===== config.mk =====
export PLATFORM = sky130hd
export DESIGN_NAME = div_result_stage
export DESIGN_NICKNAME = d
export VERILOG_FILES = /design/src/rtl/div_result_stage.sv
export SDC_FILE = /design/constraint.sdc
export NUM_CORES = 1
export LEC_CHECK = 0
export CORE_MARGIN = 2
export CORE_UTILIZATION = 30
export CTS_CLUSTER_DIAMETER = 30
export CTS_CLUSTER_SIZE = 16
export DETAILED_ROUTE_END_ITERATION = 7
export PLACE_DENSITY = 0.53
export SYNTH_ARGS = -nofsm -noshare
export SYNTH_HDL_FRONTEND = slang
export SYNTH_SLANG_ARGS = --single-unit

===== constraint.sdc =====
create_clock -name clk -period 3.2 [get_ports clk]
set_input_delay 0.64 -clock clk [delete_from_list [all_inputs] [get_ports clk]]
set_output_delay 0.64 -clock clk [all_outputs]
set_load 0.03 [all_outputs]

===== src/rtl/div_result_stage.sv =====
// Registered output stage behind the ALU divider: forms quotient/remainder/flags,
// overrides divide-by-zero results, buffers two entries and counts dbz events.
module div_result_stage #(
    parameter int M  = 4,
    parameter int CW = 4
) (
    input  logic          clk,
    input  logic          rst,
    input  logic          in_valid,
    output logic          in_ready,
    input  logic [M-1:0]  in_quot,
    input  logic [M-1:0]  in_rem,
    input  logic [M-1:0]  in_div,
    input  logic          in_c,
    input  logic          in_n,
    output logic          out_valid,
    input  logic          out_ready,
    output logic [M-1:0]  out_quot,
    output logic [M-1:0]  out_rem,
    output logic [3:0]    out_flags,
    output logic [CW-1:0] dbz_count
);

    typedef enum logic [1:0] {
        S_EMPTY = 2'd0,
        S_ONE   = 2'd1,
        S_FULL  = 2'd2
    } state_t;

    state_t r_state;
    state_t w_state_nxt;

    logic          w_push;
    logic          w_pop;
    logic          w_dbz;
    logic [M-1:0]  w_quot;
    logic [M-1:0]  w_rem;
    logic [3:0]    w_flags;

    logic [M-1:0]  r_head_quot;
    logic [M-1:0]  r_head_rem;
    logic [3:0]    r_head_flags;
    logic [M-1:0]  r_tail_quot;
    logic [M-1:0]  r_tail_rem;
    logic [3:0]    r_tail_flags;
    logic [CW-1:0] r_dbz_count;

    assign in_ready  = ~rst & (r_state != S_FULL);
    assign out_valid = (r_state != S_EMPTY);
    assign w_push    = in_valid & in_ready;
    assign w_pop     = out_valid & out_ready;

    // Entry formation; flags are packed {N,Z,C,V}.
    always_comb begin
        w_dbz   = (in_div == '0);
        w_quot  = in_quot;
        w_rem   = in_rem;
        w_flags = {in_n, (in_quot == '0) & ~in_c, in_c, 1'b0};
        if (w_dbz) begin
            w_quot  = '1;
            w_rem   = '0;
            w_flags = 4'b0001;
        end
    end

    always_ff @(posedge clk) begin
        if (rst) begin
            r_state <= S_EMPTY;
        end else begin
            r_state <= w_state_nxt;
        end
    end

    always_comb begin
        w_state_nxt = r_state;
        case (r_state)
            S_EMPTY: if (w_push)           w_state_nxt = S_ONE;
            S_ONE: begin
                if (w_push && !w_pop)      w_state_nxt = S_FULL;
                else if (!w_push && w_pop) w_state_nxt = S_EMPTY;
            end
            S_FULL:  if (w_pop)            w_state_nxt = S_ONE;
            default:                       w_state_nxt = S_EMPTY;
        endcase
    end

    // Head register drives the outputs directly, so it simply keeps the last
    // popped entry when the stage drains.
    always_ff @(posedge clk) begin
        if (rst) begin
            r_head_quot  <= '0;
            r_head_rem   <= '0;
            r_head_flags <= '0;
            r_tail_quot  <= '0;
            r_tail_rem   <= '0;
            r_tail_flags <= '0;
        end else begin
            case (r_state)
                S_EMPTY: begin
                    if (w_push) begin
                        r_head_quot  <= w_quot;
                        r_head_rem   <= w_rem;
                        r_head_flags <= w_flags;
                    end
                end
                S_ONE: begin
                    if (w_push && w_pop) begin
                        r_head_quot  <= w_quot;
                        r_head_rem   <= w_rem;
                        r_head_flags <= w_flags;
                    end else if (w_push) begin
                        r_tail_quot  <= w_quot;
                        r_tail_rem   <= w_rem;
                        r_tail_flags <= w_flags;
                    end
                end
                S_FULL: begin
                    if (w_pop) begin
                        r_head_quot  <= r_tail_quot;
                        r_head_rem   <= r_tail_rem;
                        r_head_flags <= r_tail_flags;
                    end
                end
                default: ;
            endcase
        end
    end

    always_ff @(posedge clk) begin
        if (rst) begin
            r_dbz_count <= '0;
        end else if (w_push && w_dbz && (r_dbz_count != '1)) begin
            r_dbz_count <= r_dbz_count + CW'(1);
        end
    end

    assign out_quot  = r_head_quot;
    assign out_rem   = r_head_rem;
    assign out_flags = r_head_flags;
    assign dbz_count = r_dbz_count;

endmodule


Word-level counts from Yosys, hierarchy flattened. Cells that the tools add are included.

Equal/unequal tests: 8. Reduce and logical (&&, ||, !) cells: 15. $add $sub $neg: 1. Bitwise logic cells: 7. Multiplexer cells: 20.

Operators by type and width (number): $mux 4 (12); $pmux 4 s3 (3); $logic_not 4->1 (2); $mux 2 (4); $ne 2x2->1 const B (4); $pmux 2 s3 (1); $reduce_and 3->1 (2); $logic_and 1x1->1 (5); $add 4x1->4 const B (1); $and 1x1->1 (4); $ne 4x4->1 const B (1); $reduce_and 4->1 (1); $ne 3x3->1 const B (1); $not 1->1 (3); $reduce_bool 3->1 (1); $eq 2x1->1 const B (1); $eq 2x2->1 const B (1); $logic_not 1->1 (2); $logic_not 2->1 (1); $reduce_bool 2->1 (1).

Bits in registers: 30. Output and inout port bits: 18.

Longest topological paths before layout. Gate-level depths: netlist (run 1).

Depth in word-level cells: 8. Depth in mapped cells: 7. Depth with buffers taken out: 5.

Worst setup path before layout (run 1). OpenSTA, ideal clock, no wires.

Path type: input to output. Start point: input rst. End point: output in_ready. Arrival time: 1.414 ns. Stages on the path: 3. Setup slack: 1.146 ns. Required time: 2.560 ns. Path buffers: 2. Cells stage by stage: clkbuf_1 clkbuf_1 nor2_1.

Word-level cells in the longest chain between the ends: 2.

Ends and longest elaborated chain: start: declaration (RTL line 8) `input logic rst,`; $not 1->1 (RTL line 48) `assign in_ready = ~rst & (r_state != S_FULL);`; $and 1x1->1 (RTL line 48); end: declaration (RTL line 10) `output logic in_ready,`.

No other way between the ends.

Final worst setup path (run 1). Same ends and word-level chain as after synthesis.

==> results_dict.tcl, run 1 <==
set metrics [dict create \
    globalRouteTotalUtil_pct 14.8 \
    final-hold-violation-count 0 \
    seq_area_frac_synth_pct 45.4 \
    drc_errors 0 \
    antenna_cells_inserted 0 \
    crit_arrival_ps 1760 \
    worstRegToRegCells 5 \
    postSynthCellCount 157 \
    holdBufCountCts 0 \
    synth_warnings 0 \
    netlist_top_cells_area "dfxtp_1, a21oi_1, nor2_1" \
    yosys.area.top_type_share_pct 45.4 \
    netlist_area_mm2 0.00132 \
    detail_route.wl_per_cell_um 13.9 \
    avgViaCountPerCell 5.22 \
    finalClockSkew_ps 2.62 \
    regToRegSetupSlack_ps 1300 \
    clk_transition_reported_paths_ps 60 \
    final-seq-area_um2 601 \
    dieHeight_um 70.4 \
    die_width_um 70.4 \
    rsz_0062_raised_after_global_routing "false" \
    core.rowCount 24 \
    initial_drc_count 71 \
    synth_most_common_cell "dfxtp_1" \
    number_of_buffers_created_by_cts 5 \
    worst-path-max-fanout 32 \
    final.min_clock_period_ps 2400 \
    ios 36 \
    setup_viol_count_final 0 \
    detailed_place_hpwl_mm 2.32 \
    mappedNetlistNets 176 \
    globalplace.congestion 0.743 \
    cts_tree "built" \
    first_pass_grt_wire_length_mm 5.83 \
    finalHoldWorstSlack_ps 456 \
    number_of_global_route_vias_before_repair 1219 \
    grt_antenna_before_repair 0 \
    irDropWorstVdd_uv 192 \
    worst_setup_path_category "input pin to output port" \
    min_path_cells 2 \
    numClockSinks 30 \
    setup_tns_ps 0 \
    global_route.overflow_total 0 \
    avgSynthCellArea_um2 8.42 \
    largest_net_degree_at_the_start_of_global_routing 33 \
    worstSetupStartpoint "rst" \
    power.density_cell_area_mw_per_mm2 476 \
    postSynth.asyncResetShare_pct 0 \
    fill_cells 458 \
    post_synth_num_cell_types 32 \
    min_path_type "register to register" \
    yosys_register_bits 30 \
    required_time_reported_for_the_critical_path_endpoint_ps 2560 \
    yosys.area.top_type "dfxtp_1" \
    rr_startpoint "r_state[1]$_SDFFE_PP0P_" \
    finalNetCount 208 \
    clk_latency_ps 280 \
    maxCapViolations 0 \
    status "complete, no violations" \
    routed_wirelength_mm 3.36 \
    via_count 1264 \
    initial_core_util_pct 30.8 \
    power.static_leakage_uw 0.000611 \
    max_slew_vio_count 0 \
    synth_ff_type "dfxtp_1" \
    root_buffer "clkbuf_8" \
    placeableCoreArea_mm2 0.00429 \
    worst_setup_path_end_kind "output port" \
    numPortBuffers 35 \
    timing.fmax_ghz 0.417 \
    max-slew-margin-rel_pct 37.5 \
    ctsLongestPathBuffers 2 \
    synthToLayoutAreaGrowth_pct 35.4 \
    firstDrtPassIters 4 \
    end_point_of_the_critical_path "in_ready" \
    synth_top_cells_by_count "dfxtp_1, nor2_1, a21oi_1" \
    synth_enable_flop_cells 0 \
    post-cts-setup-buffers 0 \
    drt.antenna.violating_nets 0 \
    hp-start "r_tail_rem[1]$_SDFFE_PP0P_" \
    timing.critical_path.from_type "input pin" \
    worstMarginPinSlew_ps 938 \
    multi_input_comb_area_um2 667 \
    drive_gt1_share_pct 7.89 \
    cts_resized 0 \
    rr_endpoint "out_rem[2]$_SDFFE_PP0P_" \
    h-tree-depth 2 \
    layout_worst_path_cycle_share_pct 74.9 \
    design.die.area_mm2 0.00496 \
]
[through the flow]
stage          utilization (%)  area [um^2]  power (uW)  cells  worst slack [ps]
6_report                  41.7         1790         853    242               803
5_1_grt                   41.7         1790         898    242               681
4_1_cts                   41.7         1790         868    242               789
3_5_place_dp              39.6         1700         548    234               578
3_3_place_gp              39.6         1700         547    234               666
2_1_floorplan                -         1320         485    157              1150
[state kept, by name, summed over array words and instances, names as in the netlist]
register and count:
dbz_count 4, out_flags 4, out_quot 4, out_rem 4
r_tail_flags 4, r_tail_quot 4, r_tail_rem 4, r_state 2
[report_power, final]
group	internal [uW]	total (uW)	switching [uW]
sequential	389	399	9.55
clock	173	314	141
combinational	63.1	141	77.4
[critical path: stages]
cell and delay, ps:
clkdlybuf4s50_1 490, buf_4 330, nor2_1 100, buf_4 180
[worst min path at each step]
stage,to,slack (ps)
finish,r_tail_rem[1]$_SDFFE_PP0P_,460
detailed placement,r_tail_flags[3]$_SDFFE_PP0P_,450
global placement,r_tail_rem[3]$_SDFFE_PP0P_,440
global route,r_tail_rem[0]$_SDFFE_PP0P_,470
CTS,r_tail_rem[3]$_SDFFE_PP0P_,460
floorplan,r_tail_flags[1]$_SDFFE_PP0P_,430
[routing by layer]
| metal | share of wire (%) | vias to the layer above | GRT usage, % |
|---|---|---|---|
| met3 | 4.6 | 4 | 5.05 |
| met2 | 48 | 33 | 23.6 |
| met5 | 0 | - | 0 |
| met1 | 46 | 594 | 18.8 |
| met4 | 0.98 | 0 | 4.49 |
| li1 | - | 633 | - |
[cells in the final DEF (no fill, tap or decap), drive strengths merged]
cell type      count
buf                3
nor2              20
o31ai              1
nand3              9
a22oi              1
clkinv             1
mux2i              1
nor3b              1
nor3              11
o221ai             4
clkbuf             7
or4                2
a211oi             5
inv                1
a221oi             7
nand2             16
o21ai              1
a32oi              1
and2               1
nand2b             2
or2                1
a22o               1
and4b              1
nor2b              4
a21oi             17
ha                 1
dfxtp             30
nand4              1
o22a               1
or3                1
xor2               1
clkdlybuf4s50     34
nor4               1
and3               1
[cells by family after synthesis]
| kind of cell | count (synthesis) | share of synthesized area (%) |
|---|---|---|
| muxes | 1 | 0.757 |
| adders and majority gates | 1 | 0.946 |
| DFF | 30 | 45.4 |
| AOI/OAI and AO/OA | 39 | 20.1 |
| buffers and inverters | 13 | 4.16 |
| and+or+nand+nor | 72 | 28.0 |
| xor gates and xnor gates | 1 | 0.662 |
[area by class of cell]
class | count | share of cell area (%)
tap | 52 | 3.63
clock inverter | 1 | 0.280
multi-input combinational | 114 | 37.2
sequential | 30 | 33.5
inverter | 1 | 0.210
clock buffer | 7 | 4.82
timing repair buffer | 37 | 20.3
Note: power is estimated with default switching activity, not from simulation.
==> run 2, diff against run 1 <==
--- a/config.mk
+++ b/config.mk
@@ -10,7 +10,7 @@
 export CTS_CLUSTER_DIAMETER = 30
 export CTS_CLUSTER_SIZE = 16
 export DETAILED_ROUTE_END_ITERATION = 7
-export PLACE_DENSITY = 0.53
+export PLACE_DENSITY = 0.55
 export SYNTH_ARGS = -nofsm -noshare
 export SYNTH_HDL_FRONTEND = slang
 export SYNTH_SLANG_ARGS = --single-unit
==> constraint.sdc (replaced) <==
create_clock -name clk -period 1.95 [get_ports clk]
set_input_delay 0.39 -clock clk [delete_from_list [all_inputs] [get_ports clk]]
set_output_delay 0.39 -clock clk [all_outputs]
set_load 0.03 [all_outputs]
==> run 2 against run 1 <==
Net effect:
- critical path depth up 1
- hold slack improved by 3.2 ps
- non-clock buffer count is 17 higher
- clock power is 99% higher
- critical path type is now input pin to register
- highest routed layer unchanged
==> results_dict.tcl, run 2 (synthesis gave the netlist of run 1 again) <==
set metrics [dict create \
    status "complete, no violations" \
    required_time_reported_for_the_critical_path_endpoint_ps 2150 \
    dpl.cell_count 251 \
    worst_setup_path_end_kind "register" \
    antenna_cells_inserted 0 \
    rsz_0062_raised_after_global_routing "false" \
    finalClockSkew_ps 3.82 \
    final-hold-violation-count 0 \
    placeableCoreArea_mm2 0.00429 \
    core.rowCount 24 \
    via_count 1319 \
    post-route-util_pct 45.4 \
    clk_latency_ps 270 \
    finalNetCount 225 \
    maxCapViolations 0 \
    die_width_um 70.4 \
    synthToLayoutAreaGrowth_pct 47.5 \
    first_pass_grt_wire_length_mm 5.63 \
    post-cts-setup-buffers 0 \
    setup_tns_ps 0 \
    critPathSlowestCell "or4_1" \
    grt_antenna_before_repair 0 \
    root_buffer "clkbuf_8" \
    final.min_clock_period_ps 1800 \
    worst-path-max-fanout 5 \
    crit_path_cells "clkdlybuf4s50_1, or4_1, nand2_1, o221ai_1, a21oi_1" \
    drt.antenna.violating_nets 0 \
    cts_tree "built" \
    numClockSinks 30 \
    ios 36 \
    final-instance-count-excl-fill 258 \
    crit_arrival_ps 2000 \
    regToRegSetupSlack_ps 330 \
    worstMarginPinSlew_ps 713 \
    power.static_leakage_uw 0.000707 \
    initial_core_util_pct 30.8 \
    layout.cells.most_common "clkdlybuf4s50_1" \
    globalRouteTotalUtil_pct 14.1 \
    firstDrtPassIters 4 \
    largest_net_degree_at_the_start_of_global_routing 31 \
    number_of_buffers_created_by_cts 5 \
    critPathTopFamily "simple AND/OR/NAND/NOR gates" \
    max-slew-margin-rel_pct 52.5 \
    power.density_cell_area_mw_per_mm2 785 \
    number_of_global_route_vias_before_repair 1239 \
    timing.critical_path.from_type "input pin" \
    avgViaCountPerCell 5.11 \
    cp.buffers_inverters 1 \
    clk_transition_reported_paths_ps 60 \
    detail_route.wl_per_cell_um 13.1 \
    layout_worst_path_cycle_share_pct 92.2 \
    final_cell_mix "clkdlybuf4s50_1, dfxtp_1, nor2_1" \
    timing.critical_path.slowest_cell_delay_ps 650 \
    detailed_place_hpwl_mm 2.45 \
    ctsLongestPathBuffers 2 \
    design.die.area_mm2 0.00496 \
    min_path_type "register to register" \
    globalplace.congestion 0.846 \
    drc_errors 0 \
    dieHeight_um 70.4 \
    worst_setup_path_category "input pin to register" \
    initial_drc_count 95 \
    numPortBuffers 35 \
    setup_viol_count_final 0 \
    holdBufCountCts 0 \
    h-tree-depth 2 \
    irDropWorstVdd_uv 374 \
    drive_gt1_share_pct 15.5 \
    routed_wirelength_mm 3.37 \
    max_slew_vio_count 0 \
    global_route.overflow_total 0 \
    timing.fmax_ghz 0.556 \
]
==> run 2: report_power, final <==
part	leakage, uW	internal (uW)	switching [uW]
sequential	0.000244	639	15.3
combinational	0.000406	123	131
clock	0.0000573	408	216
total	0.000707	1170	362
==> run 2: worst paths after layout <==
path	from	endpoint	cells after the start
worst max register to register	r_state[1]$_SDFFE_PP0P_	out_quot[2]$_SDFFE_PP0P_	5
worst min-delay path	r_tail_rem[1]$_SDFFE_PP0P_	r_tail_rem[1]$_SDFFE_PP0P_	2
worst max-delay path	in_div[1]	out_quot[2]$_SDFFE_PP0P_	5
worst min register to register	r_tail_rem[1]$_SDFFE_PP0P_	r_tail_rem[1]$_SDFFE_PP0P_	2
==> run 2: timing repair <==
item | 4_1_cts | 5_1_grt
endpoints found under the hold margin | 0 | 0
resized for setup | 1 | 0
endpoints found under the setup margin | 1 | 0
==> run 2: cell type report <==
class                           count  area (um^2)
Inverter                            1         3.75
Tap cell                           52         65.1
Multi-Input combinational cell    114          667
Clock inverter                      1         30.0
Sequential cell                    30          601
Timing Repair Buffer               54          502
Clock buffer                        6         82.6
Fill cell                         421         2340
==> run 2: metrics by stage <==
step / power, uW / hold slack (ps) / setup slack, ps / cell area (um^2)
floorplan: 796 / 432 / 396 / 1320
global placement: 923 / 439 / -83.5 / 1840
detailed placement: 924 / 450 / -118 / 1840
CTS: 1550 / 459 / 170 / 1950
global route: 1600 / 480 / 82.1 / 1950
finish: 1530 / 459 / 152 / 1950
==> run 2: tightest hold or removal path, stage by stage, from the launching register on <==
cell,delay (ps)
dfxtp_1,310
nand2_1,50
a21oi_1,50
==> run 2: routing by layer <==
layer,part of all wire (%),vias to the layer above,routed length [um],track usage [%]
met4,0.80,0,27,3.85
li1,-,665,-,-
met3,5.6,4,189,4.33
met1,46,615,1560,18.1
met5,0,-,0,0
met2,47,35,1600,22.9
==> run 3, diff against run 2 <==
--- a/config.mk
+++ b/config.mk
@@ -5,6 +5,7 @@
 export SDC_FILE = /design/constraint.sdc
 export NUM_CORES = 1
 export LEC_CHECK = 0
+export CORE_ASPECT_RATIO = 2
 export CORE_MARGIN = 2
 export CORE_UTILIZATION = 30
 export CTS_CLUSTER_DIAMETER = 30
==> run 3 against run 2 <==
Net effect:
- register-to-register slack barely moved
- worst setup slack barely moved
- core utilization rose by 1.1 points
- first-iteration DRC count fell by 69%
- critical endpoint is now in_ready
==> results_dict.tcl, run 3 (synthesis gave the netlist of run 1 again) <==
set metrics [dict create \
    clk_latency_ps 280 \
    core.rowCount 34 \
    max_slew_vio_count 0 \
    ios 36 \
    post-cts-setup-buffers 0 \
    drt.antenna.violating_nets 0 \
    worstHoldEndpoint "r_tail_flags[3]$_SDFFE_PP0P_" \
    timing.critical_path.mode_cell "buf_4" \
    max-slew-margin-rel_pct 73.2 \
    ctsLongestPathBuffers 2 \
    antenna_cells_inserted 0 \
    fill_cells 435 \
    worstSetupStartpoint "rst" \
    worstRegToRegCells 5 \
    rr_startpoint "r_state[1]$_SDFFE_PP0P_" \
    rr_endpoint "out_rem[0]$_SDFFE_PP0P_" \
    finalNetCount 230 \
    rsz_0062_raised_after_global_routing "false" \
    h-tree-depth 2 \
    dieHeight_um 97.9 \
    detail_route.wl_per_cell_um 13.6 \
    layout_worst_path_cycle_share_pct 92.2 \
    avgViaCountPerCell 5.06 \
    timing.critical_path.slowest_cell_delay_ps 570 \
    number_of_buffers_created_by_cts 5 \
    cts_tree "built" \
    first_pass_grt_wire_length_mm 5.88 \
    placeableCoreArea_mm2 0.00430 \
    die_width_um 51.0 \
    numPortBuffers 35 \
    worstMarginPinSlew_ps 401 \
    timing.critical_path.from_type "input pin" \
    grt_antenna_before_repair 0 \
    status "complete, no violations" \
    worst_setup_path_end_kind "output port" \
    finalClockSkew_ps 3.87 \
    number_of_global_route_vias_before_repair 1321 \
    dpl_worst_slack_ps -94.6 \
    regToRegSetupSlack_ps 320 \
    routed_wirelength_mm 3.62 \
    globalplace.congestion 0.828 \
    clk_transition_reported_paths_ps 60 \
    final.min_clock_period_ps 1800 \
    critPathSlowestCell "clkdlybuf4s50_1" \
    drive_gt1_share_pct 18.0 \
    power.static_leakage_uw 0.000744 \
    design.die.area_mm2 0.00499 \
    power.density_cell_area_mw_per_mm2 777 \
    initial_drc_count 29 \
    via_count 1342 \
    largest_net_degree_at_the_start_of_global_routing 20 \
    hp-start "r_tail_flags[3]$_SDFFE_PP0P_" \
    finalHoldWorstSlack_ps 454 \
    drc_errors 0 \
    irDropWorstVdd_uv 649 \
    worst_setup_path_category "input pin to output port" \
    critPathTopFamily "buffers and inverters" \
    root_buffer "clkbuf_8" \
    numClockSinks 30 \
    crit_arrival_ps 1410 \
    timing.fmax_ghz 0.556 \
    maxCapViolations 0 \
    final-hold-violation-count 0 \
    holdBufCountCts 0 \
    layout.cells.most_common "clkdlybuf4s50_1" \
    initial_core_util_pct 30.8 \
    cp.buffers_inverters 3 \
    setup_viol_count_final 0 \
    detailed_place_hpwl_mm 2.81 \
    crit_path_cells "clkdlybuf4s50_1, buf_4, nor2_1, buf_4" \
    synthToLayoutAreaGrowth_pct 51.0 \
    worst_slack_ps 151 \
    final_cell_mix "clkdlybuf4s50_1, dfxtp_1, buf_4" \
    min_path_type "register to register" \
    global_route.overflow_total 0 \
    min_path_cells 2 \
    cts_resized 0 \
    globalRouteTotalUtil_pct 15.5 \
    required_time_reported_for_the_critical_path_endpoint_ps 1560 \
    post-route-util_pct 46.5 \
    firstDrtPassIters 4 \
    worst-path-max-fanout 9 \
]
-- run 3: cell type report --
| class | instances | area, um^2 | share of cell area, % |
|---|---|---|---|
| Clock buffer | 6 | 82.6 | 4.14 |
| Inverter | 1 | 3.75 | 0.188 |
| Multi-Input combinational cell | 114 | 669 | 33.5 |
| Tap cell | 54 | 67.6 | 3.38 |
| Timing Repair Buffer | 59 | 543 | 27.2 |
| Sequential cell | 30 | 601 | 30.1 |
| Clock inverter | 1 | 30.0 | 1.50 |
-- run 3: power by group --
group | switching, uW | internal, uW | leakage [uW]
Sequential | 16.3 | 639 | 0.000244
Clock | 225 | 408 | 0.0000573
Combinational | 134 | 129 | 0.000442
Total | 375 | 1180 | 0.000744
-- run 3: metrics by stage --
step / total power (uW) / std cells / area (um^2) / TNS, ps
after floorplan: 796 / 157 / 1320 / 0
after global placement: 929 / 258 / 1880 / -449
after detailed placement: 933 / 258 / 1880 / -935
after CTS: 1570 / 265 / 1990 / 0
after global routing: 1610 / 265 / 2000 / 0
final: 1550 / 265 / 2000 / 0
-- run 3: worst max-delay path by stage --
stage                     slack (ps)                       end  cells after the start
after floorplan                  400                  in_ready                      3
after global placement           -70   out_rem[0]$_SDFFE_PP0P_                      5
after detailed placement         -90  out_quot[2]$_SDFFE_PP0P_                      5
after CTS                          7                 out_valid                      2
after global routing              80   out_rem[3]$_SDFFE_PP0P_                      7
final                            150                  in_ready                      4
-- run 3: per-layer routing --
metal / GRT usage [%] / share of wire [%]
met2: 28.2 / 56
met1: 15.3 / 37
met4: 8.73 / 2.8
met3: 3.52 / 4.0
met5: 0 / 0
-- run 3: tightest hold or removal path, stage by stage, from the launching register on --
cell,delay [ps]
dfxtp_1,310
nand2_1,50
a21oi_1,50
